`config.mk`:
```
export PLATFORM = sky130hd
export DESIGN_NAME = serial_shift_tx
export DESIGN_NICKNAME = d
export VERILOG_FILES = /design/src/rtl/serial_pkg.sv /design/src/rtl/serial_shift_tx_baud_tick_gen.sv /design/src/rtl/serial_shift_tx.sv
export SDC_FILE = /design/constraint.sdc
export NUM_CORES = 1
export LEC_CHECK = 0
export ABC_AREA = 1
export CAP_MARGIN = 20
export CORE_MARGIN = 3
export CORE_UTILIZATION = 50
export DETAILED_ROUTE_END_ITERATION = 6
export PLACE_DENSITY = 0.73
export SLEW_MARGIN = 20
export SYNTH_ARGS = -nofsm -noshare
export SYNTH_HDL_FRONTEND = slang
export SYNTH_SLANG_ARGS = --single-unit
```
`constraint.sdc`:
```
create_clock -name clk -period 2.1 [get_ports clk]
set_input_delay 0.21 -clock clk [delete_from_list [all_inputs] [get_ports clk]]
set_output_delay 0.21 -clock clk [all_outputs]
set_load 0.01 [all_outputs]
```
`src/rtl/serial_pkg.sv`:
```
// Shared definitions for the serial transmit/receive pair: FSM state
// encoding, line levels and a counter-width helper.
package serial_pkg;

  typedef enum logic [1:0] {
    IDLE  = 2'd0,
    START = 2'd1,
    DATA  = 2'd2,
    STOP  = 2'd3
  } tx_state_e;

  localparam logic LINE_IDLE = 1'b1;
  localparam logic START_BIT = 1'b0;
  localparam logic STOP_BIT  = 1'b1;

  // Counter width able to hold 0..n-1, never narrower than one bit.
  function automatic int unsigned cnt_width(input int unsigned n);
    if (n > 32'd1) begin
      return $clog2(n);
    end else begin
      return 32'd1;
    end
  endfunction

endpackage

```
`src/rtl/serial_shift_tx_baud_tick_gen.sv`:
```
// Bit-period divider: emits a one-cycle tick every CLK_DIV clocks,
// restarted from zero whenever clear is high.
module baud_tick_gen
  import serial_pkg::*;
#(
  parameter int unsigned CLK_DIV = 4
) (
  input  logic clk,
  input  logic reset,
  input  logic clear,
  output logic tick
);

  localparam int unsigned   CW   = cnt_width(CLK_DIV);
  localparam logic [CW-1:0] LAST = CW'(CLK_DIV - 32'd1);

  logic [CW-1:0] r_cnt;

  // Divider counter; wraps at LAST so CLK_DIV=1 ticks every cycle.
  always_ff @(posedge clk) begin
    if (reset || clear) begin
      r_cnt <= '0;
    end else if (r_cnt == LAST) begin
      r_cnt <= '0;
    end else begin
      r_cnt <= r_cnt + CW'(1);
    end
  end

  assign tick = (r_cnt == LAST);

endmodule

```
`src/rtl/serial_shift_tx.sv`:
```
// Parallel-to-serial framed transmitter: start bit, WIDTH data bits LSB
// first, stop bit, each held CLK_DIV clocks. All outputs are registered.
module serial_shift_tx
  import serial_pkg::*;
#(
  parameter int unsigned WIDTH   = 8,
  parameter int unsigned CLK_DIV = 4
) (
  input  logic             clk,
  input  logic             reset,
  input  logic [WIDTH-1:0] tx_data,
  input  logic             tx_valid,
  output logic             tx_ready,
  output logic             sd,
  output logic             busy,
  output logic             frame_done
);

  localparam int unsigned   BW       = cnt_width(WIDTH);
  localparam logic [BW-1:0] LAST_BIT = BW'(WIDTH - 32'd1);

  tx_state_e        r_state;
  tx_state_e        w_state_next;
  logic [WIDTH-1:0] r_shift;
  logic [WIDTH-1:0] w_shift_next;
  logic [BW-1:0]    r_bit;
  logic [BW-1:0]    w_bit_next;
  logic             r_sd;
  logic             w_sd_next;
  logic             r_tx_ready;
  logic             r_busy;
  logic             r_frame_done;
  logic             w_done_next;
  logic             w_tick;
  logic             w_div_clear;

  // Holding the divider cleared while idle makes it start at zero on accept.
  assign w_div_clear = (r_state == IDLE);

  baud_tick_gen #(
    .CLK_DIV (CLK_DIV)
  ) u_baud (
    .clk   (clk),
    .reset (reset),
    .clear (w_div_clear),
    .tick  (w_tick)
  );

  // Next-state, shift register and bit index.
  always_comb begin
    w_state_next = r_state;
    w_shift_next = r_shift;
    w_bit_next   = r_bit;
    w_done_next  = 1'b0;
    case (r_state)
      IDLE: begin
        if (tx_valid) begin
          w_state_next = START;
          w_shift_next = tx_data;
          w_bit_next   = '0;
        end else begin
          w_state_next = IDLE;
        end
      end
      START: begin
        if (w_tick) begin
          w_state_next = DATA;
          w_bit_next   = '0;
        end else begin
          w_state_next = START;
        end
      end
      DATA: begin
        if (w_tick) begin
          w_shift_next = r_shift >> 1;
          if (r_bit == LAST_BIT) begin
            w_state_next = STOP;
          end else begin
            w_bit_next = r_bit + BW'(1);
          end
        end else begin
          w_state_next = DATA;
        end
      end
      STOP: begin
        if (w_tick) begin
          w_state_next = IDLE;
          w_done_next  = 1'b1;
        end else begin
          w_state_next = STOP;
        end
      end
      default: begin
        w_state_next = IDLE;
      end
    endcase
  end

  // Line level for the coming cycle, decoded from the next state so sd is a flop.
  always_comb begin
    w_sd_next = LINE_IDLE;
    case (w_state_next)
      IDLE:    w_sd_next = LINE_IDLE;
      START:   w_sd_next = START_BIT;
      DATA:    w_sd_next = w_shift_next[0];
      STOP:    w_sd_next = STOP_BIT;
      default: w_sd_next = LINE_IDLE;
    endcase
  end

  // State and registered outputs; reset aborts any frame without a done pulse.
  always_ff @(posedge clk) begin
    if (reset) begin
      r_state      <= IDLE;
      r_shift      <= '0;
      r_bit        <= '0;
      r_sd         <= LINE_IDLE;
      r_tx_ready   <= 1'b1;
      r_busy       <= 1'b0;
      r_frame_done <= 1'b0;
    end else begin
      r_state      <= w_state_next;
      r_shift      <= w_shift_next;
      r_bit        <= w_bit_next;
      r_sd         <= w_sd_next;
      r_tx_ready   <= (w_state_next == IDLE);
      r_busy       <= (w_state_next != IDLE);
      r_frame_done <= w_done_next;
    end
  end

  assign tx_ready   = r_tx_ready;
  assign sd         = r_sd;
  assign busy       = r_busy;
  assign frame_done = r_frame_done;

endmodule

```
Word-level counts from Yosys, hierarchy flattened
Cells that the tools add are included.
- add/sub/neg operators: 2
- $mul: 0
- divide/modulo/power cells: 0
- order comparisons: 0
- equal/unequal tests: 12
- shift-type cells: 0
- muxes and demuxes: 16
- bitwise logic cells: 1
- reductions and logical operators: 11
- operators with widths (cell ; number):
    $mux 8 ; 2
    $pmux 8 s2 ; 1
    $mux 3 ; 4
    $eq 2x2->1 const B ; 5
    $pmux 3 s3 ; 1
    $mux 2 ; 4
    $pmux 2 s4 ; 1
    $reduce_or 2->1 ; 3
    $reduce_and 5->1 ; 1
    $eq 2x1->1 const B ; 2
    $logic_not 2->1 ; 2
    $ne 2x1->1 const B ; 2
    $ne 2x2->1 const B ; 2
    $reduce_bool 2->1 ; 2
    $add 3x1->3 const B ; 1
    $eq 3x3->1 const B ; 1
    $pmux 1 s3 ; 1
    $reduce_and 3->1 ; 1
    $reduce_bool 3->1 ; 1
    $add 2x1->2 const B ; 1
    $mux 1 ; 2
    $logic_or 1x1->1 ; 1
    $not 1->1 ; 1
- register bits: 19
- bits in latches: 0
- bits in writable memories: 0
- ROM bits: 0
- input bits: 11
- output and inout port bits: 4
- logic and storage cells: 51
- memories kept: 0

Longest topological paths before layout
Gate-level depths: netlist of run 1.
- word-level depth: 7
- mapped depth: 10
- gate-level depth less buffers: 10

Cells and area by module
From an unflattened synthesis of run 1, not the netlist that was laid out.
- cells, all modules: 113
- area, all modules: 922.1 µm²
- modules (own cells, without submodules) (module ; instances ; cells an instance ; area an instance (µm²) ; sequential area each (µm²)):
    serial_shift_tx ; 1 ; 104 ; 847.1 ; 340.3
    baud_tick_gen ; 1 ; 9 ; 75.1 ; 40.0

Worst setup path before layout of run 1
No wires, ideal clock.
- path kind: reg-to-reg
- start: reg u_baud.r_cnt[0]
- end: reg r_sd, in the netlist sd
- library setup time: 0.113 ns
- arrival time: 1.383 ns
- required time: 1.987 ns
- path slack: 0.604 ns
- stages on the path, launching flop included: 10
- buffers on the path: 0
- period minus slack after synthesis: 1.496 ns
- cells stage by stage: dfxtp_1 > ha_1 > nand2_1 > xor2_1 > inv_1 > ha_1 > inv_1 > nand2_1 > nand2_1 > nand2_1
- longest elaborated chain between the ends: 6
- elaborated cells on any way between the ends: 13
- classes of those cells: eq/ne (4); mux (7); reduce/logical (2)
- RTL lines (element ; line ; text):
    from (decl) ; serial_shift_tx_baud_tick_gen.sv:17 ; logic [CW-1:0] r_cnt;
    from (signal assigned) ; serial_shift_tx_baud_tick_gen.sv:26 ; r_cnt <= r_cnt + CW'(1);
    $eq 2x2->1 * ; serial_shift_tx_baud_tick_gen.sv:30 ; assign tick = (r_cnt == LAST);
    named net u_baud.tick ; serial_shift_tx_baud_tick_gen.sv:11 ; output logic tick
    $mux 2, on equally long branches ; serial_shift_tx.sv:86, serial_shift_tx.sv:66, serial_shift_tx.sv:74 ;
    $pmux 2 s4 * ; serial_shift_tx.sv:55 ; case (r_state)
    named net w_state_next[1] ; serial_shift_tx.sv:23 ; tx_state_e w_state_next;
    $eq 2x2->1 / $logic_not 2->1 (equally long branches) ; serial_shift_tx.sv:102 ; case (w_state_next)
    $reduce_or 2->1 (no source line) ; - ;
    $pmux 1 s3 * ; serial_shift_tx.sv:102 ;
    to (signal assigned) ; serial_shift_tx.sv:125 ; r_sd <= w_sd_next;
    to (decl) ; serial_shift_tx.sv:28 ; logic r_sd;
Mark *: on every way through the listed nets, which the timed path passes. The rest lies on a longest branch. The select of a mux whose other input is x is not followed.
A chain may end at the register's enable or synchronous reset.

Worst setup path in the final report of run 1
Same ends and word-level chain as after synthesis.

==> flow_summary.ini, run 1 <==
[status]
status = finished, final reports clean

[hold_path]
hold_end = u_baud.r_cnt[0]
min_path_type = flip-flop to flip-flop
min-delay-start = u_baud.r_cnt[0]
hold_path_depth = 1

[synthesis]
yosys.area_share.simple = 0.2550
synthAdderAreaFrac = 0.08596
synth_top_family_by_area = simple AND/OR/NAND/NOR gates
synth_cell_types = 19
post-synth-top-area-cell = dfxtp_1
syn_avg_cell_area_sq_um = 7.729
ys_warn_count = 0
synth_area_leaders = dfxtp_1 44%, nand2_1 12%, ha_1 8.6%, inv_1 7.7%, a21oi_1 6.3%
synth_nets = 130
ys_ff_latch = 19
synth_compound_area_frac = 0.1189
muxShareOfSynthArea = 0
synthCells = 113
yosys.area.top_type_share = 0.4355
synth_xor_area_frac = 0.01003
ys_seq_area_frac = 0.4355
syn-cell-area_sq_um = 873.3

[power_and_ir_drop]
total_power_uw = 680.9
pwr-share-clk = 0.271
p_switching_uw = 176.6
p_leak_nw = 0.4896
swShare = 0.2594
pwr_density_cell_nw_per_um2 = 644.8
pwr-share-seq = 0.578
ir_worst_vdd_v = 0.0005373
p_int_uw = 504.3
combPwrFrac = 0.152

[route]
viasPerCell = 4.945
vias = 717
ant_nets = 0
post_drt_wl_per_cell_um = 10.80
drt_iter0_drc = 8
drtPass1Iterations = 4
drt_wl_total_um = 1566
post-route-drc-count = 0

[timing]
tightest_slew_ns = 0.5777
holdWs_ns = 0.4315
tns_ns = 0
fmax_ghz = 0.6048
final.period_utilization = 0.7873
rsz0062_at_grt = false
finClkSkew_ns = 0.002553
hold_viol_final = 0
slew_viol_final = 0
relSlewSlack = 0.6137
fin_crit_ns = 1.653
setup_viol = 0

[layout]
n_antenna_cell = 0
final_common_cell = nand2_1
area.growth.synth_to_final_pct = 20.92
drive_gt1_frac = 0.09302
nFillCells = 136
layout.nets = 147
final_cell_mix = 28 x nand2_1, 19 x dfxtp_1, 18 x inv_1, 14 x clkdlybuf4s50_1, 11 x a21oi_1
fin_area_sq_um = 1056

[cts]
clk_pin_slew_ns = 0.11
clock_latency_ns = 0.30
htree_num_levels = 1
hold_buffers = 0
clockBufferDepth = 2
cts_made_buffers = 3
clock_sinks = 19
cts_tree = yes
cts_root_buffer = clkbuf_4
ctsResizeCount = 0
cts_setup_buffers = 0

[worst_setup_path]
path_common_cell = nand2_1
rrSetupSlack_ns = 0.45
end_kind = flip-flop
crit_required_ns = 2.30
path_max_fanout = 5
r2r_cells = 9
max_stage_delay_ns = 0.35
r2r-start = u_baud.r_cnt[0]
worstReg2RegEnd = sd
crit_arrival_ns = 1.85
critPathSlowestCell = dfxtp_1
worstSetupStartpointType = flip-flop
crit_type = flip-flop to flip-flop
path_cells = ha_1 -> nand2_1 -> xor2_1 -> inv_1 -> ha_1 -> inv_1 -> nand2_1 -> nand2_1 -> nand2_1

[floorplan]
rows = 14
die_area_sq_um = 2284
die_w_um = 47.80
start_util = 0.5540
fp.dieH_um = 47.80
core_area_sq_um = 1577
io_pins = 15

[global_routing]
grt_pass1_vias = 642
grt_pass1_wl_um = 2615
overflow = 0
grt_antenna_before_repair = 0
grt_max_degree = 17
track_usage = 0.1656

[placed_design]
gp_congestion = 0.7626
place_hpwl_um = 1186
io_buffer_count = 14
dpl_cell_area_sq_um = 1026

[flow_run]
cap_viol_max_count = 0
-- power by group through the flow --
stage / logic [mW] / registers [mW] / clock network (mW)
finish: 0.103 / 0.393 / 0.184
global route: 0.119 / 0.396 / 0.202
CTS: 0.104 / 0.393 / 0.194
detailed placement: 0.103 / 0.401 / 0
global placement: 0.102 / 0.401 / 0
floorplan: 0.0627 / 0.401 / 0
-- Yosys cell counts --
library cell  number
inv_1             18
nand2_1           28
a31oi_1            1
dfxtp_1           19
nor2_2             2
nand3_1            3
clkbuf_1           2
xor2_1             1
a22oi_1            5
nand3_2            1
nand2_4            1
nor3b_1            1
inv_2              2
ha_1               6
o21ai_0            1
nor3_1             4
nor2_4             2
a21oi_1           11
nor2_1             5
-- cells by family after synthesis --
family,after synthesis
simple gates,47
buf+inv,22
flops,19
compound gates,18
fa+ha+maj,6
xor+xnor,1
-- routing by layer --
| metal | track usage | share of wire | up-vias |
|---|---|---|---|
| li1 | - | - | 390 |
| met1 | 0.2164 | 0.50 | 311 |
| met2 | 0.2507 | 0.45 | 14 |
| met3 | 0.07143 | 0.043 | 2 |
| met4 | 0.04301 | 0.0064 | 0 |
| met5 | 0 | 0 | - |
-- cell type report --
cell class,count,area (sq um),share of cell area
Clock buffer,3,22.52,0.02133
Tap cell,16,20.02,0.01896
Clock inverter,1,7.507,0.007109
Inverter,20,75.07,0.07109
Sequential cell,19,380.4,0.3602
Timing Repair Buffer,14,140.1,0.1327
Multi-Input combinational cell,72,410.4,0.3886
-- worst max-delay path: cells and delay by family, from the launching register on --
kind / cells / cell delay (ns)
adder cells (fa/ha/maj): 2 / 0.52
AND/OR/NAND/NOR: 4 / 0.26
flip-flops: 1 / 0.35
buffers and inverters: 2 / 0.14
XOR/XNOR: 1 / 0.28
-- metrics by stage --
stage	util	instances	setup slack (ns)
floorplan	-	113	0.6039
global route	0.6698	145	0.2819
detailed placement	0.6508	141	0.4511
CTS	0.6698	145	0.4417
global placement	0.6508	141	0.4916
finish	0.6698	145	0.4467
-- registers in the layout (all words and copies together) (netlist names) --
| signal | flops |
|---|---|
| tx_ready | 1 |
| busy | 1 |
| frame_done | 1 |
| sd | 1 |
| r_shift | 8 |
| r_bit | 3 |
| u_baud.r_cnt | 2 |
| r_state | 2 |
-- worst max-delay path by stage --
stage | from | end | slack [ns] | cells after the start
2_1_floorplan | u_baud.r_cnt[0] | sd | 0.60 | 9
3_3_place_gp | tx_valid | sd | 0.49 | 9
3_5_place_dp | tx_valid | sd | 0.45 | 9
4_1_cts | u_baud.r_cnt[0] | sd | 0.44 | 9
5_1_grt | u_baud.r_cnt[0] | sd | 0.28 | 9
6_report | u_baud.r_cnt[0] | sd | 0.45 | 9
(Power assumes the default switching activity.)
==> run 2: changes to the inputs <==
Clock period 2.1 ns to 1.6 ns, I/O delays scaled along.
==> run 2 against run 1 <==
- total power rose by 33%
- core utilization is 4.8 points higher
- final area rose by 7.2%
- sequential power grew 33%
- critical path depth is 2 lower
- critical path type unchanged
- sequential share of layout area down 2.1 points
- first-iteration DRC count up 75%
- combinational power rose by 43%
- flip-flop and latch count did not move
- routed wire length rose by 16%
==> flow_summary.ini, run 2 (synthesis results as in run 1) <==
[floorplan]
fp.dieH_um = 47.80
die_w_um = 47.80
die_area_sq_um = 2284
core_area_sq_um = 1577
rows = 14
io_pins = 15
start_util = 0.5540

[timing]
fin_ws_ns = 0.08375
relSlewSlack = 0.7491
hold_viol_final = 0
tightest_slew_ns = 0.3759
holdWs_ns = 0.4174
fmax_ghz = 0.6595
fin_crit_ns = 1.516
slew_viol_final = 0
finClkSkew_ns = 0.001678
tns_ns = 0
setup_viol = 0
final.period_utilization = 0.9477

[flow_run]
cap_viol_max_count = 0

[worst_setup_path]
r2r_cells = 7
path_cells = ha_4 -> nand2_1 -> xor2_2 -> buf_4 -> ha_1 -> nor2_1 -> inv_1
rrSetupSlack_ns = 0.08
worstSetupStartpointType = flip-flop
path_max_fanout = 5
max_stage_delay_ns = 0.39
worstReg2RegEnd = tx_ready
crit_type = flip-flop to flip-flop
crit_path_start = u_baud.r_cnt[0]
crit_arrival_ns = 1.71
r2r-start = u_baud.r_cnt[0]
end_kind = flip-flop
crit_end = tx_ready
crit_required_ns = 1.80
critPathSlowestCell = dfxtp_1

[layout]
nFillCells = 131
register_area_sq_um = 384.1
final_cell_mix = 27 x nand2_1, 18 x inv_1, 16 x dfxtp_1, 14 x clkdlybuf4s50_1, 9 x a21oi_1
fin_cells = 149
top_regs = r_shift x8, r_bit x3
largest_register_ffs = 8
area.growth.synth_to_final_pct = 29.66
drive_gt1_frac = 0.1955
postLayoutCoreUtil = 0.7183
final_common_cell = nand2_1
multi_input_area_sq_um = 455.4
regMostFlops = r_shift
fin_area_sq_um = 1132
n_antenna_cell = 0
layout.nets = 151

[power_and_ir_drop]
p_int_uw = 669.0
pwr_density_cell_nw_per_um2 = 800.7
p_leak_nw = 0.5070
combPwrFrac = 0.162
p_switching_uw = 237.7
total_power_uw = 906.7
ir_worst_vdd_v = 0.0005743
pwr-share-seq = 0.574
swShare = 0.2621
pwr-share-clk = 0.264

[placed_design]
place_hpwl_um = 1308
dp_slack_ns = -0.005801
gp_congestion = 0.7402
dpl_cell_area_sq_um = 1049
io_buffer_count = 14
dpl.cell_count = 144

[cts]
cts_tree = yes
cts_made_buffers = 3
clock_sinks = 19
clockBufferDepth = 2
htree_num_levels = 1
cts_root_buffer = clkbuf_4
clock_latency_ns = 0.30
clk_pin_slew_ns = 0.10

[global_routing]
overflow = 0
grt_max_degree = 12
grt_pass1_wl_um = 2891
track_usage = 0.1858
grt_antenna_before_repair = 0
grt_pass1_vias = 712

[route]
ant_nets = 0
vias = 766
post_drt_wl_per_cell_um = 12.23
post-route-drc-count = 0
drt_wl_total_um = 1822
drtPass1Iterations = 4
drt_iter0_drc = 14
viasPerCell = 5.141

[hold_path]
hold_path_depth = 3
min_path_type = input pin to flip-flop

[status]
status = finished, final reports clean
[run 2: changes by cell type in the layout (fill, tap and decap cells not counted), moves of 2 or more]
cell,delta
dfxtp_2,+3
a21oi_1,-2
ha_4,+2
ha_1,-3
buf_4,+4
dfxtp_1,-3
a21oi_2,+2
[run 2: routing by layer]
metal  wire (um)  GRT usage
met3          79    0.07143
met5           0          0
met2         914     0.2850
met1         799     0.2127
met4          28     0.1237
[run 2: how the worst min path moves through the flow]
stage / startpoint / end / slack (ns)
floorplan: tx_data[7] / r_shift[7] / 0.31
global placement: u_baud.r_cnt[0] / u_baud.r_cnt[0] / 0.41
detailed placement: u_baud.r_cnt[0] / u_baud.r_cnt[0] / 0.43
CTS: tx_data[7] / r_shift[7] / 0.41
global route: tx_data[7] / r_shift[7] / 0.42
finish: tx_data[7] / r_shift[7] / 0.42
[run 2: critical path, delay by kind of cell (launching register included)]
kind	cells	cell delay (ns)
buffers and inverters	2	0.22
adders and majority gates	2	0.37
xor gates and xnor gates	1	0.18
DFF	1	0.39
and+or+nand+nor	2	0.26
[run 2: area by class of cell]
class	instances	area share
Sequential cell	19	0.3392
Timing Repair Buffer	18	0.1503
Clock inverter	1	0.004420
Multi-Input combinational cell	72	0.4022
Clock buffer	3	0.01989
Inverter	20	0.06630
Tap cell	16	0.01768
[run 2: power by group through the flow]
stage               Combinational [mW]  Sequential, mW  Clock, mW
finish                           0.147           0.521      0.239
global route                     0.166           0.525      0.266
CTS                              0.143           0.518      0.246
detailed placement               0.139           0.528          0
global placement                 0.136           0.526          0
floorplan                       0.0822           0.527          0
[run 2: what timing repair did]
action	in CTS	in global routing
hold buffers	0	0
gates resized for setup	4	8
endpoints found under the setup margin	1	2
gates cloned	0	0
pin swaps	2	1
buffers inserted	1	0
